$ cat src/rtl/minicalc_cmd_arbiter.sv
// Round-robin command scheduler that merges debounced push-buttons and UART
// command bytes onto the MiniCalc2 core command port, with an optional UART acknowledge.
module minicalc_cmd_arbiter #(
  parameter logic [7:0] ACK_CHAR   = 8'h4B,
  parameter bit         ENABLE_ACK = 1'b1,
  parameter int         CNT_W      = 8
) (
  input  logic             Clk,
  input  logic             Reset,
  input  logic [3:0]       BtnLevel,
  input  logic             RxValid,
  input  logic [7:0]       RxData,
  input  logic             CmdReady,
  output logic             CmdValid,
  output logic [1:0]       CmdCode,
  output logic             CmdSrc,
  input  logic             TxBusy,
  output logic             TxStart,
  output logic [7:0]       TxByte,
  output logic [CNT_W-1:0] DropCount,
  output logic [CNT_W-1:0] ErrCount,
  output logic             Busy
);

  typedef enum logic [1:0] {
    ST_IDLE  = 2'd0,
    ST_OFFER = 2'd1,
    ST_ACK   = 2'd2
  } state_t;

  state_t           state_r;
  logic [3:0]       btn_prev_r;
  logic [3:0]       pending_r;
  logic             hold_valid_r;
  logic [1:0]       hold_code_r;
  logic             last_src_r;
  logic             cmd_valid_r;
  logic [1:0]       cmd_code_r;
  logic             cmd_src_r;
  logic             tx_start_r;
  logic             busy_r;
  logic [CNT_W-1:0] drop_cnt_r;
  logic [CNT_W-1:0] err_cnt_r;

  logic [3:0]       btn_edge_s;
  logic [3:0]       clr_mask_s;
  logic             accept_s;
  logic [2:0]       rx_dec_s;
  logic             rx_cmd_ok_s;
  logic             rx_err_s;
  logic             hold_free_s;
  logic             rx_load_s;
  logic             rx_drop_s;
  logic [1:0]       btn_code_s;
  logic             btn_req_s;
  logic             uart_req_s;
  logic             sel_src_s;
  logic [1:0]       sel_code_s;

  // Returns {valid, code} for an ASCII command byte; either letter case is accepted.
  function automatic logic [2:0] decode_cmd(input logic [7:0] b);
    logic [2:0] r;
    case (b)
      8'h72, 8'h52: r = 3'b100;
      8'h73, 8'h53: r = 3'b101;
      8'h75, 8'h55: r = 3'b110;
      8'h64, 8'h44: r = 3'b111;
      default:      r = 3'b000;
    endcase
    return r;
  endfunction

  assign btn_edge_s  = BtnLevel & ~btn_prev_r;
  assign accept_s    = (state_r == ST_OFFER) && cmd_valid_r && CmdReady;
  assign rx_dec_s    = decode_cmd(RxData);
  assign rx_cmd_ok_s = RxValid & rx_dec_s[2];
  assign rx_err_s    = RxValid & ~rx_dec_s[2];
  // The holding register may be refilled in the same cycle its UART command is accepted.
  assign hold_free_s = ~hold_valid_r | (accept_s & cmd_src_r);
  assign rx_load_s   = rx_cmd_ok_s & hold_free_s;
  assign rx_drop_s   = rx_cmd_ok_s & ~hold_free_s;
  assign btn_req_s   = |pending_r;
  assign uart_req_s  = hold_valid_r;

  // Pending bit released by an accepted button command.
  always_comb begin
    clr_mask_s = 4'b0000;
    if (accept_s && !cmd_src_r) begin
      clr_mask_s[cmd_code_r] = 1'b1;
    end else begin
      clr_mask_s = 4'b0000;
    end
  end

  // Fixed priority among pending buttons: Reset > Stop > Up > Down.
  always_comb begin
    btn_code_s = 2'd0;
    if (pending_r[0]) begin
      btn_code_s = 2'd0;
    end else if (pending_r[1]) begin
      btn_code_s = 2'd1;
    end else if (pending_r[2]) begin
      btn_code_s = 2'd2;
    end else begin
      btn_code_s = 2'd3;
    end
  end

  // Round-robin source pick: on a tie the source that did not win last time goes.
  always_comb begin
    sel_src_s = 1'b0;
    if (btn_req_s && uart_req_s) begin
      sel_src_s = ~last_src_r;
    end else if (uart_req_s) begin
      sel_src_s = 1'b1;
    end else begin
      sel_src_s = 1'b0;
    end
    sel_code_s = sel_src_s ? hold_code_r : btn_code_s;
  end

  // Button edge capture; a new edge wins over a same-cycle clear.
  always_ff @(posedge Clk or posedge Reset) begin
    if (Reset) begin
      btn_prev_r <= 4'b1111;
      pending_r  <= 4'b0000;
    end else begin
      btn_prev_r <= BtnLevel;
      pending_r  <= (pending_r & ~clr_mask_s) | btn_edge_s;
    end
  end

  // UART command holding register.
  always_ff @(posedge Clk or posedge Reset) begin
    if (Reset) begin
      hold_valid_r <= 1'b0;
      hold_code_r  <= 2'd0;
    end else if (rx_load_s) begin
      hold_valid_r <= 1'b1;
      hold_code_r  <= rx_dec_s[1:0];
    end else if (accept_s && cmd_src_r) begin
      hold_valid_r <= 1'b0;
    end
  end

  // Saturating drop and error counters.
  always_ff @(posedge Clk or posedge Reset) begin
    if (Reset) begin
      drop_cnt_r <= '0;
      err_cnt_r  <= '0;
    end else begin
      if (rx_drop_s && (drop_cnt_r != {CNT_W{1'b1}})) begin
        drop_cnt_r <= drop_cnt_r + CNT_W'(1);
      end
      if (rx_err_s && (err_cnt_r != {CNT_W{1'b1}})) begin
        err_cnt_r <= err_cnt_r + CNT_W'(1);
      end
    end
  end

  // Scheduler FSM with registered command, acknowledge and busy outputs.
  always_ff @(posedge Clk or posedge Reset) begin
    if (Reset) begin
      state_r     <= ST_IDLE;
      cmd_valid_r <= 1'b0;
      cmd_code_r  <= 2'd0;
      cmd_src_r   <= 1'b0;
      tx_start_r  <= 1'b0;
      busy_r      <= 1'b0;
      last_src_r  <= 1'b1;
    end else begin
      tx_start_r <= 1'b0;
      case (state_r)
        ST_IDLE: begin
          if (btn_req_s || uart_req_s) begin
            cmd_code_r  <= sel_code_s;
            cmd_src_r   <= sel_src_s;
            cmd_valid_r <= 1'b1;
            state_r     <= ST_OFFER;
            busy_r      <= 1'b1;
          end else begin
            state_r <= ST_IDLE;
            busy_r  <= 1'b0;
          end
        end
        ST_OFFER: begin
          if (accept_s) begin
            cmd_valid_r <= 1'b0;
            last_src_r  <= cmd_src_r;
            if (cmd_src_r && ENABLE_ACK) begin
              state_r <= ST_ACK;
              busy_r  <= 1'b1;
            end else begin
              state_r <= ST_IDLE;
              busy_r  <= 1'b0;
            end
          end else begin
            state_r <= ST_OFFER;
            busy_r  <= 1'b1;
          end
        end
        ST_ACK: begin
          if (!TxBusy) begin
            tx_start_r <= 1'b1;
            state_r    <= ST_IDLE;
            busy_r     <= 1'b0;
          end else begin
            state_r <= ST_ACK;
            busy_r  <= 1'b1;
          end
        end
        default: begin
          state_r     <= ST_IDLE;
          cmd_valid_r <= 1'b0;
          busy_r      <= 1'b0;
        end
      endcase
    end
  end

  assign CmdValid  = cmd_valid_r;
  assign CmdCode   = cmd_code_r;
  assign CmdSrc    = cmd_src_r;
  assign TxStart   = tx_start_r;
  assign TxByte    = ACK_CHAR;
  assign DropCount = drop_cnt_r;
  assign ErrCount  = err_cnt_r;
  assign Busy      = busy_r;

endmodule

$ cat config.mk
export PLATFORM = sky130hd
export DESIGN_NAME = minicalc_cmd_arbiter
export DESIGN_NICKNAME = d
export VERILOG_FILES = /design/src/rtl/minicalc_cmd_arbiter.sv
export SDC_FILE = /design/constraint.sdc
export NUM_CORES = 1
export LEC_CHECK = 0
export CORE_ASPECT_RATIO = 0.5
export CORE_MARGIN = 8
export CORE_UTILIZATION = 48
export CTS_CLUSTER_SIZE = 8
export DETAILED_ROUTE_END_ITERATION = 8
export PLACE_DENSITY = 0.9
export SLEW_MARGIN = 20
export SYNTH_ARGS = -nofsm -noshare
export SYNTH_HDL_FRONTEND = slang
export SYNTH_SLANG_ARGS = --single-unit
$ cat constraint.sdc
create_clock -name Clk -period 2 [get_ports Clk]
set_input_delay 0.6 -clock Clk [delete_from_list [all_inputs] [get_ports Clk]]
set_output_delay 0.6 -clock Clk [all_outputs]
set_load 0.01 [all_outputs]
======== After elaboration in Yosys (flattened, before gate mapping) ========
Index checks and enable logic that the tools add are counted.
Widths: inputs -> output; s select.
operators by class
  order comparisons ....................... 2
  add/subtract/negate cells ............... 2
  mux-type cells .......................... 27
  equal/unequal tests ..................... 14
  reduce and logical (&&, ||, !) cells .... 20
  bitwise logic cells ..................... 16
operator list
  kind                 number
  $eq 8x7->1 const B   8
  $add 8x1->8 const B  2
  $ne 8x8->1 const B   2
  $mux 1               15
  $mux 2               6
  $pmux 3 s4           1
  $and 4x4->4          2
  $logic_and 1x1->1    8
  $not 4->4            2
  $reduce_or 2->1      4
  $pmux 1 s3           2
  $pmux 2 s3           1
  $and 1x1->1          5
  $not 1->1            5
  $mux 4               1
  $ne 2x2->1 const B   2
  $or 4x4->4           1
  $reduce_and 2->1     2
  $reduce_or 4->1      1
  $lt 2x3->1 const B   1
  $reduce_and 3->1     1
  $demux 1 s2          1
  $eq 2x1->1 const B   1
  $eq 2x2->1 const B   1
  6 further kinds      6
word-level totals
  register bits after elaboration ......... 36
  output and inout bits ................... 30
  bits of input ports ..................... 17
  logic and storage cells ................. 94

======== Longest topological paths before layout ========
Gate-level depths: netlist (run 1).
  depth after elaboration ................. 8
  depth in mapped cells ................... 6
  gate-level depth less buffers ........... 6

======== Least setup slack after synthesis (run 1) ========
OpenSTA, ideal clock, no wires.
  path kind ............................... input to register
  start point ............................. input port RxData[1]
  end point ............................... register err_cnt_r[1], in the netlist ErrCount[1]
  library setup time ...................... 0.125 ns
  stages on the path ...................... 4
  path buffers ............................ 0
  path slack .............................. 0.317 ns
  data arrival time ....................... 1.558 ns
  cells stage by stage .................... and3b_1 -> a21o_1 -> a21oi_2 -> mux2_2
between the ends
  cells in the longest elaborated chain, start to end .. 6
ends and longest elaborated chain
  what                    RTL line  text
  start: declaration      12        input logic [7:0] RxData,
  $eq 8x7->1              63        case (b)
  $reduce_or 2->1         63
  $pmux 3 s4 (*)          63
  $not 1->1 (*)           77        assign rx_err_s = RxValid & ~rx_dec_s[2];
  $and 1x1->1 (*)         77
  $logic_and 1x1->1 (*)   155       if (rx_err_s && (err_cnt_r != {CNT_W{1'b1}})) begin
  end signal: assignment  156       err_cnt_r <= err_cnt_r + CNT_W'(1);
  end: declaration        43        logic [CNT_W-1:0] err_cnt_r;
Every way passes the cells marked *; elsewhere a longest branch is shown, timed or not.
A chain may end at the register's enable or synchronous reset.

======== Worst setup path in the final report (run 1) ========
  start point ............................. input port RxData[2]
  end point ............................... register drop_cnt_r[6], in the netlist DropCount[6]
between the ends
  cells in the longest elaborated chain, start to end .. 6
ends and longest elaborated chain
  what                    RTL line  text
  $eq 8x7->1              63
  $reduce_or 2->1         63
  $pmux 3 s4 (*)          63
  $and 1x1->1 (*)         76        assign rx_cmd_ok_s = RxValid & rx_dec_s[2];
  $and 1x1->1 (*)         81        assign rx_drop_s = rx_cmd_ok_s & ~hold_free_s;
  $logic_and 1x1->1 (*)   152       if (rx_drop_s && (drop_cnt_r != {CNT_W{1'b1}})) begin
  end signal: assignment  153       drop_cnt_r <= drop_cnt_r + CNT_W'(1);
  end: declaration        42        logic [CNT_W-1:0] drop_cnt_r;
Marks and branches as above.

==> reports/results.txt, run 1 <==
post-synthesis mux area share -> 3.205%
Synth cell types -> 41
IO Port Bufs -> 37
worst skew pair latency -> 0.29 ns
crit path DAT -> 2.15 ns
Yosys top cell area share -> 44.16%
antenna violation net count after detailed routing -> 0
crit-path max FO -> 4
Initial Utilization -> 50.59%
Pleak -> 0.001094 uW
antenna diode count -> 0
simple logic cell fraction of the synthesized area -> 21.44%
Synth area leaders -> dfrtp_1 44%, dfstp_2 7.5%, xnor2_1 3.5%
initial antenna violation count -> 0
Slew Viols, Final -> 0
fin cells -> 270
layer with the highest usage -> met2
IO Pins -> 47
share of cells above drive strength 1 -> 15.53%
slowest cell on the critical path -> clkdlybuf4s50_1
cells along the critical path -> clkdlybuf4s50_1 -> and3b_1 -> a21o_1 -> and2_1 -> nand4_1 -> mux2_2
minimum clock period -> 1.976 ns
total gr overflow -> 0
worst min-delay path class -> reg2reg
Power Density -> 1100 nW/um^2
met2 Usage GRT -> 26.80%
placed cell count -> 262
most frequent cells in the layout -> 35 x clkdlybuf4s50_1, 31 x dfrtp_1, 15 x nand2_1
worst vdd ir -> 0.3943 mV
Worst path top cell family by delay -> simple AND/OR/NAND/NOR gates
Post-synth EDFFs -> 0
first-pass GRT wire length -> 6.637 mm
max_cap viols -> 0
DP Wirelength -> 2.985 mm
GP Congestion -> 0.7968
Worst path max stage delay -> 0.48 ns
drt drc -> 0
final WL -> 4.106 mm
largest family of logic cells by synthesized area -> simple AND/OR/NAND/NOR gates
Vias/cell -> 5.119
die area -> 5969 um^2
Worst Path Class, Setup -> in2reg
critical path endpoint category -> flip-flop
post-synthesis instance total -> 166
Slew @ Worst Pin -> 0.6378 ns
register area share after synthesis -> 51.64%
Yosys reg bits -> 36
CTS clk-pin slew, worst paths -> 0.07 ns
clock buffer depth -> 2
vias in the first global route -> 1476
final worst setup slack -> 0.02396 ns
cell taking the most area after synthesis -> dfrtp_1
Setup WS pre-CTS -> -0.2758 ns
Syn Std Cell Area -> 1757 um^2
P&R area growth vs syn -> 33.69%
status -> finished clean
Synth warnings -> 0
via count -> 1382
wire per inst -> 15.21 um
largest net degree at the start of global routing -> 17
Final Hold Fails -> 0
final layout net count -> 237
grt met3 use -> 3.408%
commonest non-fill, non-tap cell in the layout -> clkdlybuf4s50_1
TritonCTS buffer count -> 5
# H-tree levels -> 2
top_reg_cell synth -> dfrtp_1
final setup fails -> 0
Die Wd -> 101.6 um
# Post-CTS Setup Buffers -> 0
Startpoint Class -> input pin
highest clock rate -> 506.1 MHz
CTS tree -> done
compound-gate portion of the synthesized area -> 9.615%
total track usage -> 14.20%
Crit path required time -> 2.17 ns
Fill cells -> 232
core area -> 3472 um^2
GR Layer Usage met1 -> 14.13%
Rows -> 15
skew final -> 0.003358 ns
drt pass-1 iters -> 4
Initial DRC Count -> 44
CP Buf/Inv Count -> 1
crit share post-route -> 98.80%
root buffer cell -> clkbuf_8
# clock sinks -> 36
Post-Synth Adder-Cell Area -> 1.425%
syn_area_per_cell -> 10.58 um^2
XOR/XNOR share of the synthesized area -> 6.481%
RSZ-0062 raised after global routing -> yes
die extent in y -> 58.78 um
FFs w/ async S/R, synth -> 100.0%
normalized max-slew margin -> 57.03%
per-layer routing:
metal  wire length [um]  part of all wire [%]
met5                  0                     0
met3                157                   3.8
met4                 91                   2.2
met1               1557                    38
met2               2301                    56
cells by family after synthesis:
kind of cell / count (synthesis)
adders and majority gates: 2
xor gates and xnor gates: 13
muxes: 5
AOI/OAI and AO/OA: 27
buffers and inverters: 19
and+or+nand+nor: 62
DFF: 36
other: 2
power by group:
group          switching [uW]  internal (uW)  total, uW
logic                     375            443        819
registers                 219            914       1130
clock network             262            370        632
total                     857           1730       2580
cells in the mapped netlist, types with 3 or more instances:
library cell  number
nand3_1            8
and3_1             4
a21oi_1            4
dfstp_2            5
nand4_1            3
dfrtp_1           31
mux2_2             5
nor2_1             9
nor2b_1            3
o21ai_0           11
nor3_1             3
xor2_1             6
xnor2_1            7
inv_1             11
buf_4              8
nand2_1           15
nand2b_1           3
final timing paths:
kind	from	to	slack, ns	cells after the start
max reg2reg	DropCount[0]	DropCount[1]	0.24	5
min in group asynchronous	Reset	hold_valid_r	0.58	2
max	RxData[2]	DropCount[6]	0.02	6
min	DropCount[4]	DropCount[4]	0.50	1
max in group asynchronous	Reset	btn_prev_r[2]	0.86	3
min reg2reg	DropCount[4]	DropCount[4]	0.50	1
state kept, by name, summed over array words and instances, names as in the netlist:
register and flops:
hold_valid_r 1, CmdValid 1, btn_prev_r 4, pending_r 4, last_src_r 1, DropCount 8, state_r 2, CmdCode 2
CmdSrc 1, ErrCount 8, Busy 1, TxStart 1, hold_code_r 2
through the flow:
step	utilization [%]	area [um^2]	power (uW)	hold WS, ns	setup TNS, ns
after floorplan	-	1779	1527	0.4697	0
after global placement	64.18	2228	1905	0.4793	-2.543
after detailed placement	64.18	2228	1953	0.4850	-3.718
after CTS	67.28	2336	2594	0.4992	0
after global routing	67.64	2349	2725	0.5120	-0.02825
final	67.64	2349	2584	0.4953	0
what timing repair did:
action	4_1_cts	5_1_grt
gates resized for setup	0	3
hold buffers	0	0
endpoints found under the setup margin	0	6
final cells by class:
type / instances / area [um^2] / area share, %
flip-flops and latches: 36 / 907.1 / 38.63
repair buffers: 47 / 450.4 / 19.18
inverters: 11 / 41.29 / 1.758
multi-input cells: 117 / 778.2 / 33.14
clock buffers: 6 / 72.57 / 3.090
clock inverters: 2 / 35.03 / 1.492
well taps: 51 / 63.81 / 2.717
Power figures use the tool's default switching activity.
==> run 2, diff against run 1 <==
--- a/config.mk
+++ b/config.mk
@@ -10,7 +10,9 @@
 export CORE_UTILIZATION = 48
 export CTS_CLUSTER_SIZE = 8
 export DETAILED_ROUTE_END_ITERATION = 8
+export GPL_TIMING_DRIVEN = 0
 export PLACE_DENSITY = 0.9
+export SKIP_CTS_REPAIR_TIMING = 1
 export SLEW_MARGIN = 20
 export SYNTH_ARGS = -nofsm -noshare
 export SYNTH_HDL_FRONTEND = slang
==> run 2 against run 1 <==
  * Wire length grew 4.7%
  * Sequential share of layout area shrank 0.41 points
  * Count of clock-buffer cells in the layout grew 2
  * Non-clock buffer count did not move
  * First-iteration DRC count up 27%
  * Combinational power about the same
  * Design area increased by 1.1%
  * Sequential cell count unchanged
  * Largest cell class unchanged
  * Highest routed layer unchanged
==> reports/results.txt, run 2 (same netlist as run 1, synthesis figures left out) <==
DP Wirelength -> 2.872 mm
crit-path max FO -> 5
normalized max-slew margin -> 51.44%
commonest non-fill, non-tap cell in the layout -> clkdlybuf4s50_1
antenna violation net count after detailed routing -> 0
final layout net count -> 237
die extent in y -> 58.78 um
share of cells above drive strength 1 -> 19.18%
largest net degree at the start of global routing -> 37
Pleak -> 0.001093 uW
via count -> 1413
worst skew pair latency -> 0.29 ns
Worst Path Class, Setup -> in2reg
antenna diode count -> 0
Rows -> 15
crit path DAT -> 2.17 ns
initial antenna violation count -> 0
core area -> 3472 um^2
IO Port Bufs -> 37
Slew Viols, Final -> 0
Initial DRC Count -> 56
drt pass-1 iters -> 4
critical path endpoint category -> flip-flop
# H-tree levels -> 2
skew final -> 0.003586 ns
root buffer cell -> clkbuf_8
CTS tree -> done
most frequent cells in the layout -> 35 x clkdlybuf4s50_1, 31 x dfrtp_1, 14 x nand2_1
Die Wd -> 101.6 um
status -> finished clean
first-pass GRT wire length -> 6.410 mm
IO Pins -> 47
CTS clk-pin slew, worst paths -> 0.07 ns
TritonCTS buffer count -> 5
die area -> 5969 um^2
final worst setup slack -> 0.0005749 ns
Vias/cell -> 5.233
worst min-delay path class -> reg2reg
final setup fails -> 0
GP Congestion -> 0.7741
setup tns final -> 0 ns
Final Hold Fails -> 0
drt drc -> 0
Initial Utilization -> 50.59%
wire per inst -> 15.92 um
minimum clock period -> 1.999 ns
Crit path required time -> 2.17 ns
crit share post-route -> 99.97%
clock buffer depth -> 2
Power Density -> 1063 nW/um^2
vias in the first global route -> 1408
total track usage -> 13.77%
final WL -> 4.299 mm
Slew @ Worst Pin -> 0.7273 ns
highest clock rate -> 500.1 MHz
Fill cells -> 229
worst vdd ir -> 0.4265 mV
Startpoint Class -> input pin
max_cap viols -> 0
Reg2Reg Setup Slack -> 0.28 ns
Setup WS pre-CTS -> -0.3172 ns
total gr overflow -> 0
# clock sinks -> 36
P&R area growth vs syn -> 35.11%
-- run 2: metrics by stage --
step | power [uW] | cell area (um^2) | hold slack, ns | util [%] | std cells
final | 2523 | 2374 | 0.5014 | 68.36 | 270
after global routing | 2666 | 2374 | 0.5205 | 68.36 | 270
after CTS | 2506 | 2313 | 0.5026 | 66.63 | 268
after detailed placement | 1927 | 2213 | 0.4904 | 63.75 | 260
after global placement | 1883 | 2213 | 0.4798 | 63.75 | 260
after floorplan | 1527 | 1779 | 0.4697 | - | 172
-- run 2: layer usage --
metal | GRT usage (%) | routed length, um | vias up
li1 | - | - | 660
met3 | 3.643 | 211 | 12
met4 | 7.128 | 143 | 0
met2 | 26.71 | 2317 | 44
met1 | 13.24 | 1626 | 697
met5 | 0 | 0 | -
-- run 2: worst paths after layout --
kind | start | depth (start not counted) | to
worst min register to register | ErrCount[5] | 1 | ErrCount[5]
max in group asynchronous | Reset | 2 | DropCount[7]
worst min-delay path | ErrCount[5] | 1 | ErrCount[5]
min in group asynchronous | Reset | 2 | pending_r[0]
worst max-delay path | CmdReady | 6 | hold_code_r[0]
worst max register to register | DropCount[0] | 5 | DropCount[1]
-- run 2: area by class of cell --
cell class              count  area, um^2  area share [%]
flip-flops and latches     36       907.1           38.22
inverters                  11       41.29           1.740
clock buffers               8       100.1           4.217
plain buffers               8       60.06           2.530
well taps                  51       63.81           2.688
repair buffers             39       390.4           16.45
multi-input cells         117       810.8           34.16
-- run 2: power breakdown --
group	switching [uW]	total, uW	internal, uW
combinational	387	821	434
clock	260	575	315
sequential	213	1130	914
total	861	2520	1660
-- run 2: critical path, stage by stage --
cell             delay [ns]
clkdlybuf4s50_1        0.51
nand2_1                0.12
or3_1                  0.42
nand2_1                0.14
nand2_2                0.09
mux2_2                 0.29
